### config.mk
export PLATFORM = sky130hd
export DESIGN_NAME = uart_tx_arbiter_flat
export DESIGN_NICKNAME = d
export VERILOG_FILES = /design/src/rtl/uart_tx_arbiter_if.sv /design/src/rtl/uart_tx_arbiter.sv /design/src/flat_wrapper.sv
export SDC_FILE = /design/constraint.sdc
export NUM_CORES = 1
export LEC_CHECK = 0
export BUFFER_PORTS_ARGS = -buffer_cell sky130_fd_sc_hd__clkbuf_2
export CORE_ASPECT_RATIO = 0.6
export CORE_MARGIN = 2
export CORE_UTILIZATION = 48
export CTS_CLUSTER_DIAMETER = 100
export DETAILED_ROUTE_END_ITERATION = 8
export PLACE_DENSITY = 0.84
export SLEW_MARGIN = 20
export SYNTH_ARGS = -nofsm -noshare
export SYNTH_HDL_FRONTEND = slang
export SYNTH_SLANG_ARGS = --single-unit
### constraint.sdc
create_clock -name sys_clk -period 4.2 [get_ports sys_clk]
set_input_delay 0 -clock sys_clk [delete_from_list [all_inputs] [get_ports sys_clk]]
set_output_delay 0 -clock sys_clk [all_outputs]
set_load 0.01 [all_outputs]
### src/rtl/uart_tx_arbiter_if.sv
// Purpose: bundles the requester handshake and the uart_module transmit-side signals of uart_tx_arbiter.
// Latency: no logic here; it carries wires only.
// Backpressure: requesters hold req_valid until they see their req_ready bit; uart_tx_busy paces frames.
// Ports: master = arbiter view (drives req_ready, grant_id, uart_tx_*, arb_busy, err_timeout);
//        slave  = requesters/UART view (drives req_valid, req_data, uart_tx_busy).
interface uart_tx_arbiter_if #(
   parameter int NUM_REQ = 4,
   parameter int DATA_W  = 32
);
   localparam int ID_W = (NUM_REQ > 1) ? $clog2(NUM_REQ) : 1;

   logic [NUM_REQ-1:0]        req_valid;
   logic [NUM_REQ*DATA_W-1:0] req_data;
   logic [NUM_REQ-1:0]        req_ready;
   logic [ID_W-1:0]           grant_id;
   logic [DATA_W-1:0]         uart_tx_reg;
   logic                      uart_tx_en;
   logic                      uart_tx_busy;
   logic                      arb_busy;
   logic                      err_timeout;

   modport master (
      input  req_valid, req_data, uart_tx_busy,
      output req_ready, grant_id, uart_tx_reg, uart_tx_en, arb_busy, err_timeout
   );

   modport slave (
      output req_valid, req_data, uart_tx_busy,
      input  req_ready, grant_id, uart_tx_reg, uart_tx_en, arb_busy, err_timeout
   );
endinterface

### src/rtl/uart_tx_arbiter.sv
// Purpose: round-robin share of one uart_module transmitter among NUM_REQ requesters, with idle gap and start watchdog.
// Latency: word accepted in cycle T, uart_tx_en in T+1; next acceptance no earlier than T+4+GAP_CYCLES.
// Backpressure: one word accepted per frame, only in IDLE; req_ready is a one-cycle one-hot strobe.
// Ports: sys_clk, sys_rst (async, active-high); bus (uart_tx_arbiter_if.master) carries
//        req_valid/req_data/req_ready, grant_id, uart_tx_reg/uart_tx_en/uart_tx_busy, arb_busy, err_timeout.
module uart_tx_arbiter #(
   parameter int NUM_REQ       = 4,
   parameter int DATA_W        = 32,
   parameter int GAP_CYCLES    = 16,
   parameter int START_TIMEOUT = 64
) (
   input  logic               sys_clk,
   input  logic               sys_rst,
   uart_tx_arbiter_if.master  bus
);
   localparam int ID_W    = (NUM_REQ > 1) ? $clog2(NUM_REQ) : 1;
   // One counter serves both the start watchdog and the gap, so size it for the larger.
   localparam int CNT_MAX = (START_TIMEOUT > GAP_CYCLES) ? START_TIMEOUT : GAP_CYCLES;
   localparam int CNT_W   = (CNT_MAX > 1) ? $clog2(CNT_MAX + 1) : 1;
   localparam logic [CNT_W-1:0] TO_LAST  = CNT_W'((START_TIMEOUT > 0) ? START_TIMEOUT - 1 : 0);
   // GAP_CYCLES of 0 and 1 both give a single GAP cycle.
   localparam logic [CNT_W-1:0] GAP_LAST = CNT_W'((GAP_CYCLES > 0) ? GAP_CYCLES - 1 : 0);

   typedef enum logic [2:0] {
      S_IDLE,
      S_LAUNCH,
      S_WAIT_START,
      S_WAIT_DONE,
      S_GAP
   } state_t;

   state_t             state_q, state_d;
   logic [CNT_W-1:0]   cnt_q, cnt_d;
   logic [ID_W-1:0]    rr_ptr_q, rr_ptr_d;
   logic [ID_W-1:0]    grant_id_q, grant_id_d;
   logic [DATA_W-1:0]  tx_reg_q, tx_reg_d;

   logic [DATA_W-1:0]  words [NUM_REQ];
   logic [ID_W-1:0]    winner;
   logic               found;
   logic [ID_W:0]      idx_sum;
   logic [NUM_REQ-1:0] req_ready_c;
   logic               tx_en_c;
   logic               err_c;

   for (genvar g = 0; g < NUM_REQ; g++) begin : g_words
      assign words[g] = bus.req_data[g*DATA_W +: DATA_W];
   end

   // Scan from the pointer upward, wrapping, and take the first valid requester.
   always_comb begin
      found   = 1'b0;
      winner  = '0;
      idx_sum = '0;
      for (int i = 0; i < NUM_REQ; i++) begin
         idx_sum = {1'b0, rr_ptr_q} + (ID_W+1)'(i);
         if (idx_sum >= (ID_W+1)'(NUM_REQ)) begin
            idx_sum = idx_sum - (ID_W+1)'(NUM_REQ);
         end
         if (!found && bus.req_valid[idx_sum[ID_W-1:0]]) begin
            found  = 1'b1;
            winner = idx_sum[ID_W-1:0];
         end
      end
   end

   always_comb begin
      state_d     = state_q;
      cnt_d       = cnt_q;
      rr_ptr_d    = rr_ptr_q;
      grant_id_d  = grant_id_q;
      tx_reg_d    = tx_reg_q;
      req_ready_c = '0;
      tx_en_c     = 1'b0;
      err_c       = 1'b0;

      case (state_q)
         S_IDLE: begin
            if (found) begin
               req_ready_c = NUM_REQ'(1) << winner;
               tx_reg_d    = words[winner];
               grant_id_d  = winner;
               rr_ptr_d    = (winner == ID_W'(NUM_REQ - 1)) ? '0 : winner + ID_W'(1);
               state_d     = S_LAUNCH;
            end
         end
         S_LAUNCH: begin
            tx_en_c = 1'b1;
            cnt_d   = '0;
            state_d = S_WAIT_START;
         end
         S_WAIT_START: begin
            // A busy already high here (stale from a previous frame) counts as the start.
            if (bus.uart_tx_busy) begin
               state_d = S_WAIT_DONE;
            end else if (cnt_q == TO_LAST) begin
               err_c   = 1'b1;
               cnt_d   = '0;
               state_d = S_GAP;
            end else begin
               cnt_d = cnt_q + CNT_W'(1);
            end
         end
         S_WAIT_DONE: begin
            if (!bus.uart_tx_busy) begin
               cnt_d   = '0;
               state_d = S_GAP;
            end
         end
         S_GAP: begin
            if (cnt_q == GAP_LAST) begin
               cnt_d   = '0;
               state_d = S_IDLE;
            end else begin
               cnt_d = cnt_q + CNT_W'(1);
            end
         end
         default: begin
            state_d = S_IDLE;
         end
      endcase
   end

   always_ff @(posedge sys_clk or posedge sys_rst) begin
      if (sys_rst) begin
         state_q    <= S_IDLE;
         cnt_q      <= '0;
         rr_ptr_q   <= '0;
         grant_id_q <= '0;
         tx_reg_q   <= '0;
      end else begin
         state_q    <= state_d;
         cnt_q      <= cnt_d;
         rr_ptr_q   <= rr_ptr_d;
         grant_id_q <= grant_id_d;
         tx_reg_q   <= tx_reg_d;
      end
   end

   // req_ready is combinational off req_valid, so gate it to stay quiet while reset is held.
   assign bus.req_ready   = sys_rst ? '0 : req_ready_c;
   assign bus.grant_id    = grant_id_q;
   assign bus.uart_tx_reg = tx_reg_q;
   assign bus.uart_tx_en  = tx_en_c;
   assign bus.arb_busy    = (state_q != S_IDLE);
   assign bus.err_timeout = err_c;
endmodule

### src/flat_wrapper.sv
// flat-port wrapper written by rule: the top's interface ports become plain ports
module uart_tx_arbiter_flat 
#(
   parameter int NUM_REQ       = 4,
   parameter int DATA_W        = 32,
   parameter int GAP_CYCLES    = 16,
   parameter int START_TIMEOUT = 64
)
  (sys_clk, sys_rst, bus_req_valid, bus_req_data, bus_uart_tx_busy, bus_req_ready, bus_grant_id, bus_uart_tx_reg, bus_uart_tx_en, bus_arb_busy, bus_err_timeout);
  uart_tx_arbiter_if #(.NUM_REQ(NUM_REQ), .DATA_W(DATA_W)) bus_i ();
  input  logic sys_clk;
  input  logic sys_rst;
  input wire logic [$bits(bus_i.req_valid)-1:0] bus_req_valid;
  input wire logic [$bits(bus_i.req_data)-1:0] bus_req_data;
  input wire logic [$bits(bus_i.uart_tx_busy)-1:0] bus_uart_tx_busy;
  output wire logic [$bits(bus_i.req_ready)-1:0] bus_req_ready;
  output wire logic [$bits(bus_i.grant_id)-1:0] bus_grant_id;
  output wire logic [$bits(bus_i.uart_tx_reg)-1:0] bus_uart_tx_reg;
  output wire logic [$bits(bus_i.uart_tx_en)-1:0] bus_uart_tx_en;
  output wire logic [$bits(bus_i.arb_busy)-1:0] bus_arb_busy;
  output wire logic [$bits(bus_i.err_timeout)-1:0] bus_err_timeout;
  assign bus_i.req_valid = bus_req_valid;
  assign bus_i.req_data = bus_req_data;
  assign bus_i.uart_tx_busy = bus_uart_tx_busy;
  assign bus_req_ready = bus_i.req_ready;
  assign bus_grant_id = bus_i.grant_id;
  assign bus_uart_tx_reg = bus_i.uart_tx_reg;
  assign bus_uart_tx_en = bus_i.uart_tx_en;
  assign bus_arb_busy = bus_i.arb_busy;
  assign bus_err_timeout = bus_i.err_timeout;
  uart_tx_arbiter #(.NUM_REQ(NUM_REQ), .DATA_W(DATA_W), .GAP_CYCLES(GAP_CYCLES), .START_TIMEOUT(START_TIMEOUT)) u_core (.sys_clk(sys_clk), .sys_rst(sys_rst), .bus(bus_i));
endmodule
* After elaboration in Yosys (flattened, before gate mapping)
Index checks and enable logic that the tools add are counted.
** Storage, ports and cells
- Memory bits (writable) :: 0
- Memory bits (read-only) :: 0
- Memories :: 0
- Bits of input ports :: 135
- Latch bits :: 0
- Bits in registers :: 46
- Word-level logic and storage cells :: 91
- Output and inout port bits :: 41
** Operators by class
- Bitwise operators :: 1
- Eq/ne operators :: 12
- $mul :: 0
- Shift-type cells :: 1
- Reductions and logical operators :: 12
- Div/mod/pow operators :: 0
- Mux-type cells :: 42
- $add $sub $neg :: 9
- $lt $le $gt $ge :: 9
** Operators with widths (count)
- $bmux 32 s2 :: 1
- $mux 32 :: 2
- $mux 7 :: 4
- $pmux 7 s4 :: 1
- $mux 2 :: 9
- $mux 3 :: 5
- $pmux 3 s5 :: 1
- $ge 3x3->1 const B :: 4
- $lt 2x3->1 const B :: 4
- $mux 1 :: 12
- $mux 4 :: 3
- $bmux 1 s2 :: 4
- $sub 2x1->2 const B :: 4
- $add 7x1->7 const B :: 1
- $eq 7x4->1 const B :: 1
- $eq 7x6->1 const B :: 1
- $add 2x2->3 const B :: 2
- $eq 3x2->1 const B :: 2
- $ne 2x1->1 const B :: 2
- $ne 2x2->1 const B :: 2
- $reduce_and 4->1 :: 1
- $reduce_bool 4->1 :: 1
- $shl 1x2->4 const A :: 1
- $add 2x1->3 const B :: 1
- other kinds (13) :: 17

* Logic depth before layout (Yosys ltp)
- Depth in word-level cells :: 18
- Mapped depth :: 10
- Gate-level depth less buffers :: 7

* Least setup slack after synthesis
No wires, ideal clock.
- Path type :: flip-flop to flip-flop
- Start :: reg u_core.rr_ptr_q[1]
- End :: reg u_core.rr_ptr_q[0]
- Required time :: 4.118 ns
- Cell stages (with the launch flop) :: 9
- Setup time :: 0.082 ns
- Setup slack :: 2.067 ns
- Arrival time :: 2.051 ns
- Clock period less this slack :: 2.133 ns
- Path buffers :: 2
- Path through :: dfrtp_1 -> or3b_1 -> o221ai_1 -> buf_4 -> buf_6 -> inv_1 -> ha_1 -> or4_1 -> o22ai_1
** On the way
- Cells in the longest elaborated chain, start to end :: 16
- Elaborated cells on any way between the ends :: 41
- Those cells by class :: add/sub: 8; order compare: 4; eq/ne: 1; mux: 21; reduce/logical: 7
** Ends and longest elaborated chain
- start, declared :: line uart_tx_arbiter.sv:34 : logic [ID_W-1:0] rr_ptr_q, rr_ptr_d;
- start signal, assigned :: line uart_tx_arbiter.sv:134 : rr_ptr_q <= rr_ptr_d;
- parallel branches: the longest is 16 deep, another holds $add 2x1->3
Parallel ways; which one is timed is not known. The select of a mux whose other input is x is not followed.
A chain may end at the register's enable or synchronous reset.

* Worst setup path after layout
- Start :: reg u_core.rr_ptr_q[1]
- End :: reg u_core.tx_reg_q[28] (netlist: u_core.bus.uart_tx_reg[28])
** On the way
- Cells in the longest elaborated chain, start to end :: 18
- Elaborated cells on any way between the ends :: 42
- Those cells by class :: add/sub: 7; order compare: 4; mux: 23; bitwise: 1; reduce/logical: 7
** Ends and longest elaborated chain
- parallel branches: the longest is 18 deep, another holds $add 2x1->3
- end signal, assigned :: line uart_tx_arbiter.sv:136 : tx_reg_q <= tx_reg_d;
- end, declared :: line uart_tx_arbiter.sv:36 : logic [DATA_W-1:0] tx_reg_q, tx_reg_d;
Parallel ways; which one is timed is not known. The select of a mux whose other input is x is not followed.

==> results.cfg <==
[detailed_routing]
drt_pass1_iterations = 5
num_vias = 3629
post_drt_wl_per_cell_um = 18.3
vias_per_cell = 5.95
routed_wl_um = 11200
drc_errors = 0
antenna_left = 0
drt_iter0_markers = 242

[worst_setup_path]
required_ps = 4380
worst_ep_arrival_time_ps = 3280
cp-start-kind = register
cp_cell_sequence = a21boi_0 -> o221ai_4 -> buf_4 -> mux2i_1 -> o211ai_1 -> dlygate4sd3_1
path_max_fanout = 18
worstSetupEndpointType = register
crit_type = reg2reg
slowest_stage = o221ai_4
max_stage_delay_ps = 690

[global_routing]
track_usage = 0.316
grt_overflow = 0
grt_pass1_vias = 3592
antenna_found_initial = 0
grt_pass1_wl_um = 17100
grt_max_degree = 37

[placed_design]
io_buffers = 175
dp_hpwl_um = 6990
dp_cells = 536
place.gp.congestion = 0.813
placed_area_um2 = 3880

[clock_tree]
clock-sinks = 46
cts-root-buf = clkbuf_8
cts_buffer_depth = 2
insertion_delay_ps = 300
clk_pin_slew_ps = 90
cts_buffers = 5
htreeDepth = 2
post_cts_resized = 0
cts_tree = built

[pwr]
power_frac_clock = 0.135
ir_worst_vdd_mv = 0.389
power_density_nw_per_um2 = 657
p_seq_frac = 0.260
p_int_mw = 1.79
p_sw_mw = 1.29
p_leak_nw = 2.32
switching_share = 0.419
pwr-share-comb = 0.605

[timing]
drv_slew = 0
max_slew_margin = 0.463
clock_skew_ps = 7.28
worst_slew_pin_slew_ps = 806
fmax_mhz = 323
setup_violations = 0
period_share = 0.737
finalSetupTns_ps = 0
finalCriticalPeriod_ps = 3100
rsz0062_at_grt = false
hold_violations = 0

[final_layout]
insertedDiodeCount = 0
areaGrowthSynthToFinish_pct = 53.9
final_cells = 610
drive_above_1_share = 0.399
most-common-layout-cells = clkbuf_2 (175), dlygate4sd3_1 (65), dfrtp_1 (46)
final_common_cell = clkbuf_2
nNetsFinal = 662
largest_register_ffs = 32
stdcell_area_um2 = 4700
fillerInstances = 447
utilization = 0.766

[floorplan]
dieArea_um2 = 7040
dieHeight_um = 65.8
core_um2 = 6140
start_util = 0.498
io_pins = 176
die_x_um = 107
row_count = 22

[yosys]
synth_edf_count = 0
synthTopCellsByArea = dfrtp_1 (38%), mux2i_1 (11%), a32oi_1 (9.2%), nand3_1 (5.7%), o211ai_1 (5.4%)
async_flop_share = 1.00
ys_ff_latch = 46
synthDistinctLibCells = 50
netlist_instances = 305
yosysWarnings = 0
seq_area_frac_synth = 0.377
synthesis.area_um2 = 3050
synth_top_cell_by_area = dfrtp_1
synth_fp_nets = 442
ys.flop_type = dfrtp_1
avgSynthCellArea_um2 = 10.0
synth_top_area_share = 0.377

[outcome]
status = finished, final reports clean

[job]
drv_cap = 0

[hold_path]
hold_path.class = in2reg
==> worst paths after layout <==
kind | start | to | slack [ps] | depth (start not counted)
setup reg to reg | u_core.rr_ptr_q[1]$_DFFE_PP0P_ | u_core.bus.uart_tx_reg[28]$_DFFE_PP0P_ | 1100 | 6
max in group asynchronous | sys_rst | u_core.bus.uart_tx_reg[21]$_DFFE_PP0P_ | 3120 | 4
setup / recovery | u_core.rr_ptr_q[1]$_DFFE_PP0P_ | u_core.bus.uart_tx_reg[28]$_DFFE_PP0P_ | 1100 | 6
hold / removal | bus_uart_tx_busy | u_core.state_q[0]$_DFFE_PP0P_ | 70 | 3
hold reg to reg | u_core.bus.grant_id[1]$_DFFE_PP0P_ | u_core.bus.grant_id[1]$_DFFE_PP0P_ | 500 | 2
min in group asynchronous | sys_rst | u_core.bus.grant_id[0]$_DFFE_PP0P_ | 370 | 3
==> synthesized netlist by cell type (all sizes together), types with 2 or more instances <==
cell type / instances
o22ai: 2
nand3: 35
a32oi: 32
o221ai: 2
a2bb2oi: 2
clkbuf: 15
or3b: 2
dfrtp: 46
o21a: 2
inv: 7
or4: 5
nor3b: 2
a21oi: 11
or3: 2
nor2b: 4
ha: 2
mux2i: 33
o211ai: 33
o21bai: 2
buf: 17
nor2: 3
nor3: 4
and2: 2
o31ai: 3
nand2: 13
o21ai: 9
==> logic make-up (layout without fill, tap and decap cells) <==
| kind of cell | count (synthesis) | count (layout) | share of synthesized area |
|---|---|---|---|
| AO/OA/AOI/OAI | 105 | 105 | 0.281 |
| XOR/XNOR | 1 | 1 | 0.00287 |
| adder cells (fa/ha/maj) | 2 | 2 | 0.00819 |
| buffers and inverters | 39 | 260 | 0.0791 |
| flip-flops | 46 | 46 | 0.377 |
| multiplexers | 33 | 33 | 0.108 |
| AND/OR/NAND/NOR | 79 | 79 | 0.143 |
==> power by group through the flow <==
stage | Clock (mW) | Combinational (mW) | Sequential (mW)
floorplan | 0 | 1.03 | 0.811
global placement | 0 | 1.39 | 0.792
detailed placement | 0 | 1.45 | 0.801
CTS | 0.419 | 1.79 | 0.795
global route | 0.441 | 2.02 | 0.825
finish | 0.416 | 1.87 | 0.802
==> worst max-delay path: cells and delay by family (launching register included) <==
family                 cells  cell delay [ps]
buffers and inverters      2             1040
AO/OA/AOI/OAI              3             1050
flip-flops                 1              610
multiplexers               1              250
==> area by class of cell <==
class / instances / area, um2 / share of cell area
timing repair buffer: 245 / 1580 / 0.337
sequential: 46 / 1150 / 0.245
clock buffer: 6 / 82.6 / 0.0176
multi-input combinational: 220 / 1690 / 0.360
inverter: 7 / 26.3 / 0.00559
clock inverter: 2 / 60.1 / 0.0128
tap: 84 / 105 / 0.0224
==> per-stage QoR <==
stage | power [mW] | worst slack, ps | hold WS, ps
after detailed placement | 2.25 | 1610 | 157
final | 3.09 | 1100 | 70.6
after CTS | 3.01 | 1160 | 48.2
after floorplan | 1.84 | 2070 | 50.7
after global routing | 3.29 | 928 | 77.4
after global placement | 2.19 | 1690 | 163
==> routing by layer <==
metal,vias to the layer above,GRT usage,share of wire
met5,-,0,0
met4,0,0.110,0.022
met2,218,0.538,0.48
met1,1744,0.398,0.40
li1,1641,-,-
met3,26,0.0739,0.094
==> timing repair <==
item / 4_1_cts / 5_1_grt
buffers inserted: 0 / 0
hold buffers: 65 / 0
hold endpoints to repair: 62 / 0
Power figures use the tool's default switching activity.
